### config.mk
export PLATFORM = sky130hd
export DESIGN_NAME = cp0_exc_ctrl
export DESIGN_NICKNAME = d
export VERILOG_FILES = /design/src/rtl/cp0_exc_ctrl.sv
export SDC_FILE = /design/constraint.sdc
export NUM_CORES = 1
export LEC_CHECK = 0
export BUFFER_PORTS_ARGS = -buffer_cell sky130_fd_sc_hd__buf_4
export CAP_MARGIN = 15
export CORE_ASPECT_RATIO = 1.75
export CORE_MARGIN = 4
export CORE_UTILIZATION = 38
export DETAILED_ROUTE_END_ITERATION = 12
export HOLD_SLACK_MARGIN = 0.03
export PLACE_DENSITY = 0.89
export SLEW_MARGIN = 20
export SYNTH_ARGS = -nofsm -noshare
export SYNTH_HDL_FRONTEND = slang
export SYNTH_SLANG_ARGS = --single-unit
### constraint.sdc
create_clock -name clk -period 1.7 [get_ports clk]
set_clock_uncertainty 0.2 [all_clocks]
set_input_delay 0.51 -clock clk [delete_from_list [all_inputs] [get_ports clk]]
set_output_delay 0.51 -clock clk [all_outputs]
set_load 0.05 [all_outputs]
### src/rtl/cp0_exc_ctrl.sv
// cp0_exc_ctrl: WB-stage exception/ERET sequencer driving CP0 commit strobes, flush and fetch redirect.
// Define CP0_EXC_INT_EN to let pending enabled interrupts preempt the WB instruction.
module cp0_exc_ctrl #(
    parameter logic [31:0] EXC_VECTOR = 32'hBFC0_0380,
    parameter int          MIN_FLUSH  = 2
) (
    input  logic        clk,
    input  logic        reset,
    input  logic        ws_valid,
    output logic        ws_ready,
    input  logic        ws_ex,
    input  logic [4:0]  ws_excode,
    input  logic        ws_bd,
    input  logic [31:0] ws_pc,
    input  logic        ws_eret,
    input  logic [31:0] c0_status,
    input  logic [31:0] c0_cause,
    input  logic [31:0] c0_epc,
    output logic        wb_ex,
    output logic [4:0]  wb_excode,
    output logic        wb_bd,
    output logic [31:0] wb_pc,
    output logic        eret_flush,
    output logic        flush_all,
    output logic        redirect_valid,
    output logic [31:0] redirect_pc,
    input  logic        redirect_ready
);
    localparam logic [1:0] S_IDLE     = 2'd0;
    localparam logic [1:0] S_COMMIT   = 2'd1;
    localparam logic [1:0] S_FLUSH    = 2'd2;
    localparam logic [1:0] S_REDIRECT = 2'd3;
    localparam int CW = (MIN_FLUSH > 1) ? $clog2(MIN_FLUSH) : 1;
    localparam logic [CW-1:0] CNT_INIT = CW'(MIN_FLUSH - 1);

    logic [1:0]    state_q, state_d;
    logic          ex_q, ex_d;
    logic [4:0]    excode_q, excode_d;
    logic          bd_q, bd_d;
    logic [31:0]   pc_q, pc_d;
    logic [31:0]   target_q, target_d;
    logic [CW-1:0] cnt_q, cnt_d;
    logic          int_pend, ev, commit;
    logic          unused_ok;

`ifdef CP0_EXC_INT_EN
    assign int_pend = c0_status[0] & ~c0_status[1] & |(c0_cause[15:8] & c0_status[15:8]);
`else
    assign int_pend = 1'b0;
`endif
    assign unused_ok = ^{c0_status, c0_cause};

    assign ev     = ws_valid & (int_pend | ws_ex | ws_eret);
    assign commit = state_q == S_COMMIT;

    always_comb begin
        state_d  = state_q;
        ex_d     = ex_q;
        excode_d = excode_q;
        bd_d     = bd_q;
        pc_d     = pc_q;
        target_d = target_q;
        cnt_d    = cnt_q;
        case (state_q)
            S_IDLE: if (ev) begin
                state_d  = S_COMMIT;
                ex_d     = int_pend | ws_ex;
                excode_d = int_pend ? 5'h00 : ws_excode;
                bd_d     = ws_bd;
                pc_d     = ws_pc;
            end
            S_COMMIT: begin
                state_d  = S_FLUSH;
                cnt_d    = CNT_INIT;
                target_d = ex_q ? EXC_VECTOR : c0_epc;
            end
            S_FLUSH: begin
                cnt_d   = (cnt_q == '0) ? '0 : cnt_q - CW'(1);
                state_d = (cnt_q <= CW'(1)) ? S_REDIRECT : S_FLUSH;
            end
            default: state_d = redirect_ready ? S_IDLE : S_REDIRECT;
        endcase
    end

    always_ff @(posedge clk) begin
        if (reset) begin
            state_q  <= S_IDLE;
            ex_q     <= 1'b0;
            excode_q <= '0;
            bd_q     <= 1'b0;
            pc_q     <= '0;
            target_q <= '0;
            cnt_q    <= '0;
        end else begin
            state_q  <= state_d;
            ex_q     <= ex_d;
            excode_q <= excode_d;
            bd_q     <= bd_d;
            pc_q     <= pc_d;
            target_q <= target_d;
            cnt_q    <= cnt_d;
        end
    end

    // Commit payload is gated to the COMMIT cycle so CP0 never sees stale values.
    assign ws_ready       = state_q == S_IDLE;
    assign wb_ex          = commit & ex_q;
    assign wb_excode      = wb_ex ? excode_q : 5'h00;
    assign wb_bd          = wb_ex & bd_q;
    assign wb_pc          = wb_ex ? pc_q : 32'h0;
    assign eret_flush     = commit & ~ex_q;
    assign flush_all      = state_q != S_IDLE;
    assign redirect_valid = state_q == S_REDIRECT;
    assign redirect_pc    = redirect_valid ? target_q : 32'h0;
endmodule

==> flow_summary.ini <==
[run_status]
status = finished, violations left
violations = negative setup slack

[cts]
clock_latency_ns = 0.33
cts_root_buf = clkbuf_16
path_clk_slew_ns = 0.06
cts_buffers = 9
h-tree-depth = 3
cts_tree = built
cts_buffer_depth = 2
cts_sinks = 73
postCtsHoldBufs = 0

[timing]
tns_ns = -41.68
worst_pin_slew_ns = 0.3647
whs_ns = 0.2138
slew_viol_final = 0
hold_viol = 0
period_minus_slack_ns = 2.144
setup_ws_ns = -0.4441
clock.fmax_mhz = 466.4
rsz0062_at_grt = true
setup_viol = 116
fin_crit_sh_pct = 126.1
relSlewSlack_pct = 75.69

[yosys]
synth_cell_types = 25
synth_edf_count = 0
synth_largest_area_cell = dfxtp_1
yosysWarnings = 0
synthFlopType = dfxtp_1
ys_ff_latch = 73
synth.net_count = 545
synth_top_cell_area_share_pct = 45.32
synthArstFlopShare_pct = 0
ys_seq_area_share_pct = 45.32
syn-cell-area_sq_um = 3224
postSynthCellCount = 400
synth.area.top_cells = dfxtp_1 (45%), nand2_1 (8.1%), a21oi_1 (7.9%)
syn_area_per_cell_sq_um = 8.061

[worst_setup_path]
worstSetupEndpointType = output pin
critPathKind = flop to output pin
worstPathMaxFanout = 19
crit_chain = inv_4 -> ha_4 -> buf_12 -> and3_4 -> buf_8
critical-path-slowest-cell = dfxtp_4
cp-start-kind = flop
worst-path-buf-inv = 3
critPathTopFamily = flip-flops
slowest_delay_ns = 0.36
worstPathRequired_ns = 0.99
cp.arrival_ns = 1.43

[final_layout]
antenna_cells = 0
fin_cells = 697
layout-drive-gt1-share_pct = 68.04
syn2layout_area_growth_pct = 106.7
layout.nets = 723
utilization_pct = 80.16

[global_routing]
use_met1_pct = 23.44
busiest_layer = met2
grt_start_max_net_pins = 38
use_met3_pct = 6.008
grt_pass1_wl_um = 19240
grt-ovfl-total = 0
met2_usage_pct = 46.77
antenna_found_initial = 0
grt_usage_pct = 24.48
grt_pass1_vias = 3784

[flow_run]
drv_cap = 0

[hold_path]
hp-class = input pin to flop

[placement]
portBuffers = 150
dpl.cell_count = 655
hpwl_um = 7091
dp_slack_ns = -0.1485
gp_congestion = 0.7491

[route]
viasPerCell = 5.088
drt_iter0_drc = 93
vias = 3546
route.detailed.drc = 0
firstDrtPassIters = 4
drtAntennaViolNets = 0
routedWlPerCell_um = 18.41
wl_um = 12830

[power]
vdd.ir_drop.worst_v = 0.0009291
cellPowerDensity_nw_per_um2 = 1211
p_leak_nw = 2.884

[die]
num_io_pins = 215
die_w_um = 77.63
start_util_pct = 38.79
die_h_um = 129.9
dieArea_sq_um = 10080
fp-row-count = 44
coreArea_sq_um = 8313
==> report_power, final <==
part	switching, mW	internal [mW]	total [mW]
clock network	0.691	1.01	1.71
registers	0.247	2.09	2.34
logic	2.03	1.99	4.02
==> per-layer routing <==
metal / share of wire, % / vias up
met5: 0 / -
met4: 3.6 / 0
met3: 6.1 / 33
met2: 57 / 145
met1: 34 / 1694
li1: - / 1674
==> cells in the mapped netlist (2+ instances only) <==
master and instances:
and3_1 38, buf_2 10, nor2b_1 20, a21oi_2 10, a21oi_1 51, o21ai_0 2
o22ai_1 12, nand2b_1 2, nor2_1 32, clkbuf_1 16, dfxtp_1 73, buf_4 5
ha_1 5, inv_1 3, and2_1 33, nand2_1 70, nand2_2 10
==> sequential cells by signal, summed over array words and instances (netlist names) <==
name	count
pc_q	32
state_q	2
bd_q	1
target_q	32
excode_q	5
ex_q	1
==> through the flow <==
step | instance area (sq um) | power (mW)
floorplan | 3600 | 4.126
global placement | 4921 | 4.820
detailed placement | 4921 | 4.930
CTS | 6541 | 7.916
global route | 6664 | 8.443
finish | 6664 | 8.067
==> worst min-delay path: cells and delay by family <==
kind / cells / cell delay (ns)
buffers and inverters: 1 / 0.07
AOI/OAI and AO/OA: 1 / 0.05
and+or+nand+nor: 1 / 0.07
==> cell families (layout without fill, tap and decap cells) <==
logic type / Yosys count / in the layout / share of synthesized area [%]
simple gates: 205 / 205 / 31.86
compound gates: 79 / 79 / 14.71
flops: 73 / 73 / 45.32
buf+inv: 37 / 219 / 5.859
fa+ha+maj: 5 / 5 / 1.940
mux: 1 / 1 / 0.3105
==> timing repair <==
action                     4_1_cts  5_1_grt
setup endpoints to repair      114      125
gates cloned                    11        1
resized for setup              257       47
setup buffers                   15        7
pin swaps                       41       27
==> layout by cell type (no fill, tap or decap), types with 2 or more instances in the layout <==
cell,count
ha_4,3
buf_4,88
inv_4,2
buf_8,77
and3_4,38
a21oi_4,2
clkbuf_1,2
clkbuf_16,10
clkinvlp_4,2
buf_12,17
o21ai_0,2
nand2_4,29
a21oi_2,38
buf_16,6
nand2_2,29
dfxtp_4,2
o22ai_1,12
clkinv_2,2
nor2b_1,20
buf_6,10
nor2_1,32
a21oi_1,21
ha_1,2
dfxtp_1,71
and2_4,33
nand2_1,22
==> final cells by class <==
class,instances,area [sq um]
Timing Repair Buffer,200,2465
Clock buffer,12,246.5
Tap cell,115,143.9
Sequential cell,73,1469
Multi-Input combinational cell,290,2298
Fill cell,461,1649
Inverter,4,23.77
Clock inverter,3,17.52
==> worst paths after layout <==
path	startpoint	to	slack [ns]	cells after the start
max reg2reg	state_q[0]$_SDFFE_PP0P_	bd_q$_SDFFE_PP0P_	-0.34	11
min reg2reg	pc_q[24]$_SDFFE_PP0P_	pc_q[24]$_SDFFE_PP0P_	0.26	2
min	c0_epc[20]	target_q[20]$_SDFFE_PP0N_	0.21	3
max	state_q[1]$_SDFFE_PP0P_	wb_pc[7]	-0.44	5
Power figures use the tool's default switching activity.
